File: config.mk
export PLATFORM = sky130hd
export DESIGN_NAME = instruction_fetch_flat
export DESIGN_NICKNAME = d
export VERILOG_FILES = /design/src/rtl/instruction_fetch_pkg.sv /design/src/rtl/instruction_fetch_if.sv /design/src/rtl/instruction_fetch_fifo.sv /design/src/rtl/instruction_fetch.sv /design/src/flat_wrapper.sv
export SDC_FILE = /design/constraint.sdc
export NUM_CORES = 1
export LEC_CHECK = 0
export ABC_AREA = 1
export BUFFER_PORTS_ARGS = -buffer_cell sky130_fd_sc_hd__buf_2
export CAP_MARGIN = 20
export CORE_UTILIZATION = 30
export CTS_CLUSTER_SIZE = 28
export DETAILED_ROUTE_END_ITERATION = 7
export GPL_TIMING_DRIVEN = 0
export REMOVE_ABC_BUFFERS = 1
export SLEW_MARGIN = 20
export SYNTH_ARGS = -nofsm -noshare
export SYNTH_HDL_FRONTEND = slang
export SYNTH_SLANG_ARGS = --single-unit
File: constraint.sdc
create_clock -name clk -period 10.1 [get_ports clk]
set_input_delay 1.01 -clock clk [delete_from_list [all_inputs] [get_ports clk]]
set_output_delay 1.01 -clock clk [all_outputs]
set_load 0.02 [all_outputs]
File: src/rtl/instruction_fetch_pkg.sv
// Shared constants and helpers for the instruction fetch stage.
package instruction_fetch_pkg;

  localparam int XLEN_DEF = 32;
  localparam int INST_W   = 32;
  localparam logic [INST_W-1:0] INST_NOP = 32'h0000_0013;

  typedef logic [4:0] opcode_t;

  function automatic opcode_t inst_op(input logic [INST_W-1:0] inst);
    return inst[6:2];
  endfunction

endpackage

File: src/rtl/instruction_fetch_if.sv
// Fetch-stage bus: instruction memory request/response, redirect input and decode output.
// Handshakes: a transfer happens in a cycle where valid && ready at the rising edge; valid may not
// depend on ready, and payload is only meaningful while valid is high. Responses have no ready.
interface instruction_fetch_if
  import instruction_fetch_pkg::*;
#(
  parameter int XLEN = XLEN_DEF
);

  logic              imem_req_valid;
  logic              imem_req_ready;
  logic [XLEN-1:0]   imem_addr;
  logic              imem_rsp_valid;
  logic [INST_W-1:0] imem_rsp_data;
  logic              redirect_valid;
  logic [XLEN-1:0]   redirect_pc;
  logic              if_valid;
  logic              if_ready;
  logic [XLEN-1:0]   if_pc;
  logic [INST_W-1:0] if_inst;
  opcode_t           if_op;

  modport master (
    output imem_req_valid, imem_addr, if_valid, if_pc, if_inst, if_op,
    input  imem_req_ready, imem_rsp_valid, imem_rsp_data, redirect_valid, redirect_pc, if_ready
  );

  modport slave (
    input  imem_req_valid, imem_addr, if_valid, if_pc, if_inst, if_op,
    output imem_req_ready, imem_rsp_valid, imem_rsp_data, redirect_valid, redirect_pc, if_ready
  );

endinterface

File: src/rtl/instruction_fetch_fifo.sv
// Synchronous fetch buffer with flush; push while full is accepted only alongside a pop.
module instruction_fetch_fifo #(
  parameter int DEPTH = 2,
  parameter int WIDTH = 64,
  localparam int AW   = $clog2(DEPTH),
  localparam int CW   = AW + 1
) (
  input  logic             clk,
  input  logic             rst_n,
  input  logic             push_i,
  input  logic             pop_i,
  input  logic             flush_i,
  input  logic [WIDTH-1:0] wdata_i,
  output logic [WIDTH-1:0] rdata_o,
  output logic             full_o,
  output logic             empty_o,
  output logic [CW-1:0]    count_o
);

  logic [WIDTH-1:0] mem_q [DEPTH];
  logic [AW-1:0]    wr_ptr_q, wr_ptr_d, rd_ptr_q, rd_ptr_d;
  logic [CW-1:0]    count_q, count_d;
  logic             do_push, do_pop;

  assign full_o  = (count_q == CW'(DEPTH));
  assign empty_o = (count_q == '0);
  assign count_o = count_q;
  assign rdata_o = mem_q[rd_ptr_q];

  assign do_pop  = pop_i && !empty_o;
  assign do_push = push_i && (!full_o || do_pop);

  always_comb begin
    wr_ptr_d = wr_ptr_q;
    rd_ptr_d = rd_ptr_q;
    count_d  = count_q;
    if (flush_i) begin
      wr_ptr_d = '0;
      rd_ptr_d = '0;
      count_d  = '0;
    end else begin
      if (do_push) wr_ptr_d = wr_ptr_q + AW'(1);
      if (do_pop)  rd_ptr_d = rd_ptr_q + AW'(1);
      count_d = count_q + CW'(do_push) - CW'(do_pop);
    end
  end

  always_ff @(posedge clk or negedge rst_n) begin
    if (!rst_n) begin
      wr_ptr_q <= '0;
      rd_ptr_q <= '0;
      count_q  <= '0;
    end else begin
      wr_ptr_q <= wr_ptr_d;
      rd_ptr_q <= rd_ptr_d;
      count_q  <= count_d;
    end
  end

  // Storage needs no reset: entries are only read once counted as valid.
  always_ff @(posedge clk) begin
    if (do_push && !flush_i) mem_q[wr_ptr_q] <= wdata_i;
  end

endmodule

File: src/rtl/instruction_fetch.sv
// Fetch stage: PC register, credit-limited in-order imem requests, response buffering and redirect drop.
module instruction_fetch
  import instruction_fetch_pkg::*;
#(
  parameter int              XLEN      = XLEN_DEF,
  parameter logic [XLEN-1:0] RESET_PC  = '0,
  parameter int              BUF_DEPTH = 2
) (
  input logic                 clk,
  input logic                 rst_n,
  instruction_fetch_if.master bus
);

  localparam int CW = $clog2(BUF_DEPTH) + 1;
  localparam int EW = XLEN + INST_W;

  logic [XLEN-1:0]   pc_q, pc_d, rsp_pc_q, rsp_pc_d, redirect_base;
  logic [CW-1:0]     out_q, out_d, drop_q, drop_d, fifo_count;
  logic [CW:0]       slots_used;
  logic              fifo_full, fifo_empty;
  logic [EW-1:0]     fifo_head;
  logic [INST_W-1:0] head_inst;
  logic              req_valid, accept, rsp, push, pop, redirect;

  assign redirect      = bus.redirect_valid;
  assign redirect_base = {bus.redirect_pc[XLEN-1:2], 2'b00};
  assign rsp           = bus.imem_rsp_valid;
  assign pop           = !fifo_empty && bus.if_ready;
  assign push          = rsp && (drop_q == '0) && !redirect;

  // The slot freed by this cycle's pop is reusable at once, so a 1-cycle memory streams at full rate.
  assign slots_used = {1'b0, fifo_count} - (CW+1)'(pop) + {1'b0, out_q};
  assign req_valid  = rst_n && !redirect && (slots_used < (CW+1)'(BUF_DEPTH));
  assign accept     = req_valid && bus.imem_req_ready;

  assign bus.imem_req_valid = req_valid;
  assign bus.imem_addr      = pc_q;

  assign head_inst   = fifo_empty ? INST_NOP : fifo_head[INST_W-1:0];
  assign bus.if_valid = !fifo_empty;
  assign bus.if_pc    = fifo_empty ? '0 : fifo_head[EW-1:INST_W];
  assign bus.if_inst  = head_inst;
  assign bus.if_op    = inst_op(head_inst);

  // Responses come back in request order, so the PC of the next kept word simply counts up.
  always_comb begin
    pc_d     = pc_q;
    rsp_pc_d = rsp_pc_q;
    out_d    = out_q + CW'(accept) - CW'(rsp);
    drop_d   = drop_q;
    if (redirect) begin
      pc_d     = redirect_base;
      rsp_pc_d = redirect_base;
      drop_d   = out_d;
    end else begin
      if (accept) pc_d = pc_q + XLEN'(4);
      if (push) rsp_pc_d = rsp_pc_q + XLEN'(4);
      if (rsp && drop_q != '0) drop_d = drop_q - CW'(1);
    end
  end

  always_ff @(posedge clk or negedge rst_n) begin
    if (!rst_n) begin
      pc_q     <= RESET_PC;
      rsp_pc_q <= RESET_PC;
      out_q    <= '0;
      drop_q   <= '0;
    end else begin
      pc_q     <= pc_d;
      rsp_pc_q <= rsp_pc_d;
      out_q    <= out_d;
      drop_q   <= drop_d;
    end
  end

  instruction_fetch_fifo #(
    .DEPTH (BUF_DEPTH),
    .WIDTH (EW)
  ) u_fifo (
    .clk     (clk),
    .rst_n   (rst_n),
    .push_i  (push),
    .pop_i   (pop),
    .flush_i (redirect),
    .wdata_i ({rsp_pc_q, bus.imem_rsp_data}),
    .rdata_o (fifo_head),
    .full_o  (fifo_full),
    .empty_o (fifo_empty),
    .count_o (fifo_count)
  );

  a_rsp_has_request: assert property (@(posedge clk) disable iff (!rst_n) rsp |-> (out_q != '0));
  a_no_overflow:     assert property (@(posedge clk) disable iff (!rst_n) push |-> (!fifo_full || pop));
  a_credit_limit:    assert property (@(posedge clk) disable iff (!rst_n) accept |-> (out_q < CW'(BUF_DEPTH)));
  a_drop_bounded:    assert property (@(posedge clk) disable iff (!rst_n) drop_q <= out_q);

endmodule

File: src/flat_wrapper.sv
// flat-port wrapper written by rule: the top's interface ports become plain ports
module instruction_fetch_flat import instruction_fetch_pkg::*;
#(
  parameter int              XLEN      = XLEN_DEF,
  parameter logic [XLEN-1:0] RESET_PC  = '0,
  parameter int              BUF_DEPTH = 2
)
  (clk, rst_n, bus_imem_req_valid, bus_imem_addr, bus_if_valid, bus_if_pc, bus_if_inst, bus_if_op, bus_imem_req_ready, bus_imem_rsp_valid, bus_imem_rsp_data, bus_redirect_valid, bus_redirect_pc, bus_if_ready);
  instruction_fetch_if #(.XLEN(XLEN)) bus_i ();
  input logic clk;
  input logic rst_n;
  output wire logic [$bits(bus_i.imem_req_valid)-1:0] bus_imem_req_valid;
  output wire logic [$bits(bus_i.imem_addr)-1:0] bus_imem_addr;
  output wire logic [$bits(bus_i.if_valid)-1:0] bus_if_valid;
  output wire logic [$bits(bus_i.if_pc)-1:0] bus_if_pc;
  output wire logic [$bits(bus_i.if_inst)-1:0] bus_if_inst;
  output wire logic [$bits(bus_i.if_op)-1:0] bus_if_op;
  input wire logic [$bits(bus_i.imem_req_ready)-1:0] bus_imem_req_ready;
  input wire logic [$bits(bus_i.imem_rsp_valid)-1:0] bus_imem_rsp_valid;
  input wire logic [$bits(bus_i.imem_rsp_data)-1:0] bus_imem_rsp_data;
  input wire logic [$bits(bus_i.redirect_valid)-1:0] bus_redirect_valid;
  input wire logic [$bits(bus_i.redirect_pc)-1:0] bus_redirect_pc;
  input wire logic [$bits(bus_i.if_ready)-1:0] bus_if_ready;
  assign bus_imem_req_valid = bus_i.imem_req_valid;
  assign bus_imem_addr = bus_i.imem_addr;
  assign bus_if_valid = bus_i.if_valid;
  assign bus_if_pc = bus_i.if_pc;
  assign bus_if_inst = bus_i.if_inst;
  assign bus_if_op = bus_i.if_op;
  assign bus_i.imem_req_ready = bus_imem_req_ready;
  assign bus_i.imem_rsp_valid = bus_imem_rsp_valid;
  assign bus_i.imem_rsp_data = bus_imem_rsp_data;
  assign bus_i.redirect_valid = bus_redirect_valid;
  assign bus_i.redirect_pc = bus_redirect_pc;
  assign bus_i.if_ready = bus_if_ready;
  instruction_fetch #(.XLEN(XLEN), .RESET_PC(RESET_PC), .BUF_DEPTH(BUF_DEPTH)) u_core (.clk(clk), .rst_n(rst_n), .bus(bus_i));
endmodule
==> flow_metrics.tcl <==
set metrics [dict create \
    worst_r2r_path_depth 17 \
    drive_gt1_share_pct 19.5 \
    viasPerCell 4.64 \
    worstSkewPairLatency_ns 0.44 \
    initialDrtViolationCount 488 \
    hold_violations_final 0 \
    drc 0 \
    dp_worst_setup_slack_ns 5.99 \
    power-per-cell-area_mw_per_mm2 233 \
    synth.ff_latch_count 192 \
    design.portCount 173 \
    synth_ff_type "sky130_fd_sc_hd__edfxtp_1" \
    timing.final.max_slew_violations 0 \
    dpl.cell_count 1609 \
    final.period_utilization_pct 40.2 \
    synth_adder_area_share_pct 1.26 \
    async_flop_share_pct 35.4 \
    cp.required_ns 9.09 \
    criticalPathCategory "flip-flop to output port" \
    status "completed" \
    critical_path.endpoint "bus_imem_req_valid" \
    layout_utilization_pct 37.1 \
    antenna_cells_inserted 0 \
    maxSlewHeadroom_pct 33.6 \
    finalSetupViolCount 0 \
    die_y_um 180 \
    num_clock_sinks 192 \
    drt_pre_antenna_iters 5 \
    finalWorstPathRequiredPeriod_ns 4.06 \
    routed_wl_um 25600 \
    largest_net_degree_at_the_start_of_global_routing 65 \
    buffer_ports.inserted 166 \
    clock_tree.htree_level_count 4 \
    vias 7613 \
    tritoncts "done" \
    worst_pin_slew_ns 0.987 \
    cts.reportedPaths.clkPinSlew_ns 0.08 \
    cts-buffers-inserted 17 \
    critPathCaptureType "output port" \
    avgSynthCellArea_um2 8.83 \
    synthCells 1079 \
    grt_antenna_before_repair 0 \
    static-leakage-power_nw 5.07 \
    design.core.area_mm2 0.0309 \
    ctsLongestPathBuffers 2 \
    vdd_ir_drop_max_v 0.000121 \
    cap_violations 0 \
    antenna_violating_nets_post_route 0 \
    number_of_global_route_vias_before_repair 7235 \
    clock.fmax_mhz 247 \
    rrSetupSlack_ns 6.62 \
    synth_edf_count 124 \
    setup_ws_ns 6.04 \
    synth.yosys.warnings 0 \
    grt_first_pass_wirelength_um 40000 \
    synth-xor-area-share_pct 1.65 \
    grt_usage_pct 15.8 \
    combinational_family_with_the_most_area_after_synthesis "simple AND/OR/NAND/NOR gates" \
    nets 1311 \
    netlist-cell-type-count 40 \
    regToRegEndpoint "u_core.drop_q[1]$_DFFE_PN0P_" \
    timing.hold.worst.class "input port to async pin" \
    critPathArrivalTime_ns 3.05 \
    clockRootBuffer "sky130_fd_sc_hd__clkbuf_16" \
    post_cts_resized 0 \
    overall_die_width_um 180 \
    rr_startpoint "u_core.u_fifo.count_o[0]$_DFF_PN0_" \
    syn_area_mm2 0.00953 \
    cts_setup_buffers 0 \
    num_rows 64 \
    fin_worst_skew_ns 0.0136 \
    path_max_fanout 12 \
    seq_area_frac_synth_pct 56.9 \
    power_mw 2.67 \
    place_hpwl_um 18200 \
    dieArea_mm2 0.0325 \
    worst_setup_path_startpoint "u_core.u_fifo.count_o[0]$_DFF_PN0_" \
    starting_density_pct 30.8 \
    globalRoute.totalOverflow 0 \
    globalplace.congestion 0.853 \
    post_synth_and_or_nand_nor_area_fraction_pct 25.3 \
    synth-compound-area-share_pct 8.17 \
    cts.hold.buffers_added 0 \
    areaGrowthSynthToFinish_pct 20.4 \
    finish.cell_count_without_fillers 1641 \
    worstSetupStartpointType "flip-flop" \
    rsz0062_at_grt "false" \
    yosys-mux-area-fraction_pct 0 \
    final_routed_wire_length_divided_by_cell_count_um 15.6 \
    setup_tns_ns 0 \
]
-- per-layer routing --
metal	track usage, %	wire, µm
met5	0	0
met4	3.01	192
met3	3.03	1160
met2	26.2	12000
met1	21.5	12200
-- how the worst min path moves through the flow --
stage	start	endpoint	slack, ns
after global placement	u_core.rsp_pc_q[31]$_DFFE_PN0N_	u_core.u_fifo.mem_q[0][63]$_DFFE_PP_	0.48
after CTS	rst_n	u_core.bus.imem_addr[2]$_DFFE_PN0P_	0.52
after detailed placement	u_core.rsp_pc_q[31]$_DFFE_PN0N_	u_core.u_fifo.mem_q[0][63]$_DFFE_PP_	0.50
after global routing	rst_n	u_core.out_q[0]$_DFF_PN0_	0.53
final	rst_n	u_core.bus.imem_addr[2]$_DFFE_PN0P_	0.51
after floorplan	u_core.rsp_pc_q[7]$_DFFE_PN0N_	u_core.u_fifo.mem_q[0][39]$_DFFE_PP_	0.46
-- critical path, cell delays in order, from the launching register on --
cell                      delay [ns]
sky130_fd_sc_hd__dfrtp_1        0.45
sky130_fd_sc_hd__nor2_4         0.35
sky130_fd_sc_hd__inv_1          0.21
sky130_fd_sc_hd__nand2_1        0.21
sky130_fd_sc_hd__inv_1          0.07
sky130_fd_sc_hd__ha_1           0.27
sky130_fd_sc_hd__inv_1          0.05
sky130_fd_sc_hd__nand2_1        0.05
sky130_fd_sc_hd__fa_1           0.50
sky130_fd_sc_hd__nand3_2        0.10
sky130_fd_sc_hd__nor2_4         0.16
sky130_fd_sc_hd__buf_2          0.18
-- per-stage QoR --
stage	hold WS (ns)	area, µm²
6_report	0.511	11500
5_1_grt	0.533	11500
4_1_cts	0.517	11500
3_5_place_dp	0.496	10900
3_3_place_gp	0.482	10600
2_1_floorplan	0.464	9310
-- cell type report --
| class | instances | area (µm²) |
|---|---|---|
| flip-flops and latches | 192 | 5430 |
| multi-input cells | 742 | 3500 |
| inverters | 105 | 404 |
| repair buffers | 174 | 1030 |
| well taps | 396 | 495 |
| fillers | 3159 | 19400 |
| clock buffers | 17 | 425 |
| clock inverters | 15 | 188 |
-- registers in the layout (all words and copies together), names as in the netlist --
register,cells
u_core.u_fifo.rd_ptr_q,1
u_core.drop_q,2
u_core.u_fifo.wr_ptr_q,1
u_core.u_fifo.mem_q,124
u_core.u_fifo.count_o,2
u_core.out_q,2
u_core.bus.imem_addr,30
u_core.rsp_pc_q,30
-- power by group --
part	switching, mW	internal [mW]
clock	0.344	0.358
combinational	0.612	0.288
sequential	0.116	0.950
-- synth_stat cells (11+ instances only) --
cell	count	area, µm²
sky130_fd_sc_hd__buf_4	11	82.6
sky130_fd_sc_hd__clkbuf_1	20	75.1
sky130_fd_sc_hd__a21oi_1	85	425
sky130_fd_sc_hd__nand3_1	60	300
sky130_fd_sc_hd__o21ai_0	26	130
sky130_fd_sc_hd__inv_1	97	364
sky130_fd_sc_hd__dfrtp_1	68	1700
sky130_fd_sc_hd__edfxtp_1	124	3720
sky130_fd_sc_hd__nand2_1	357	1340
sky130_fd_sc_hd__nor2_1	97	364
sky130_fd_sc_hd__nor3_1	14	70.1
sky130_fd_sc_hd__xor2_1	15	131
-- placed cells by master (no fill, tap or decap), types with 17 or more instances in the layout --
| cell type | netlist | layout |
|---|---|---|
| sky130_fd_sc_hd__nand3_1 | 60 | 60 |
| sky130_fd_sc_hd__buf_2 | 6 | 165 |
| sky130_fd_sc_hd__clkbuf_16 | 0 | 17 |
| sky130_fd_sc_hd__o21ai_0 | 26 | 26 |
| sky130_fd_sc_hd__dfrtp_1 | 68 | 67 |
| sky130_fd_sc_hd__nand2_1 | 357 | 357 |
| sky130_fd_sc_hd__inv_1 | 97 | 97 |
| sky130_fd_sc_hd__a21oi_1 | 85 | 85 |
| sky130_fd_sc_hd__nor2_1 | 97 | 94 |
| sky130_fd_sc_hd__edfxtp_1 | 124 | 124 |
-- cells by family (layout without fill, tap and decap cells) --
logic type               count (synthesis)  after routing
AND/OR/NAND/NOR                        568            568
flip-flops                             192            192
buffers and inverters                  148            311
AO/OA/AOI/OAI                          143            143
XOR/XNOR                                18             18
adder cells (fa/ha/maj)                  9              9
other                                    1              4
No activity file was read; power rests on OpenSTA's default activity.
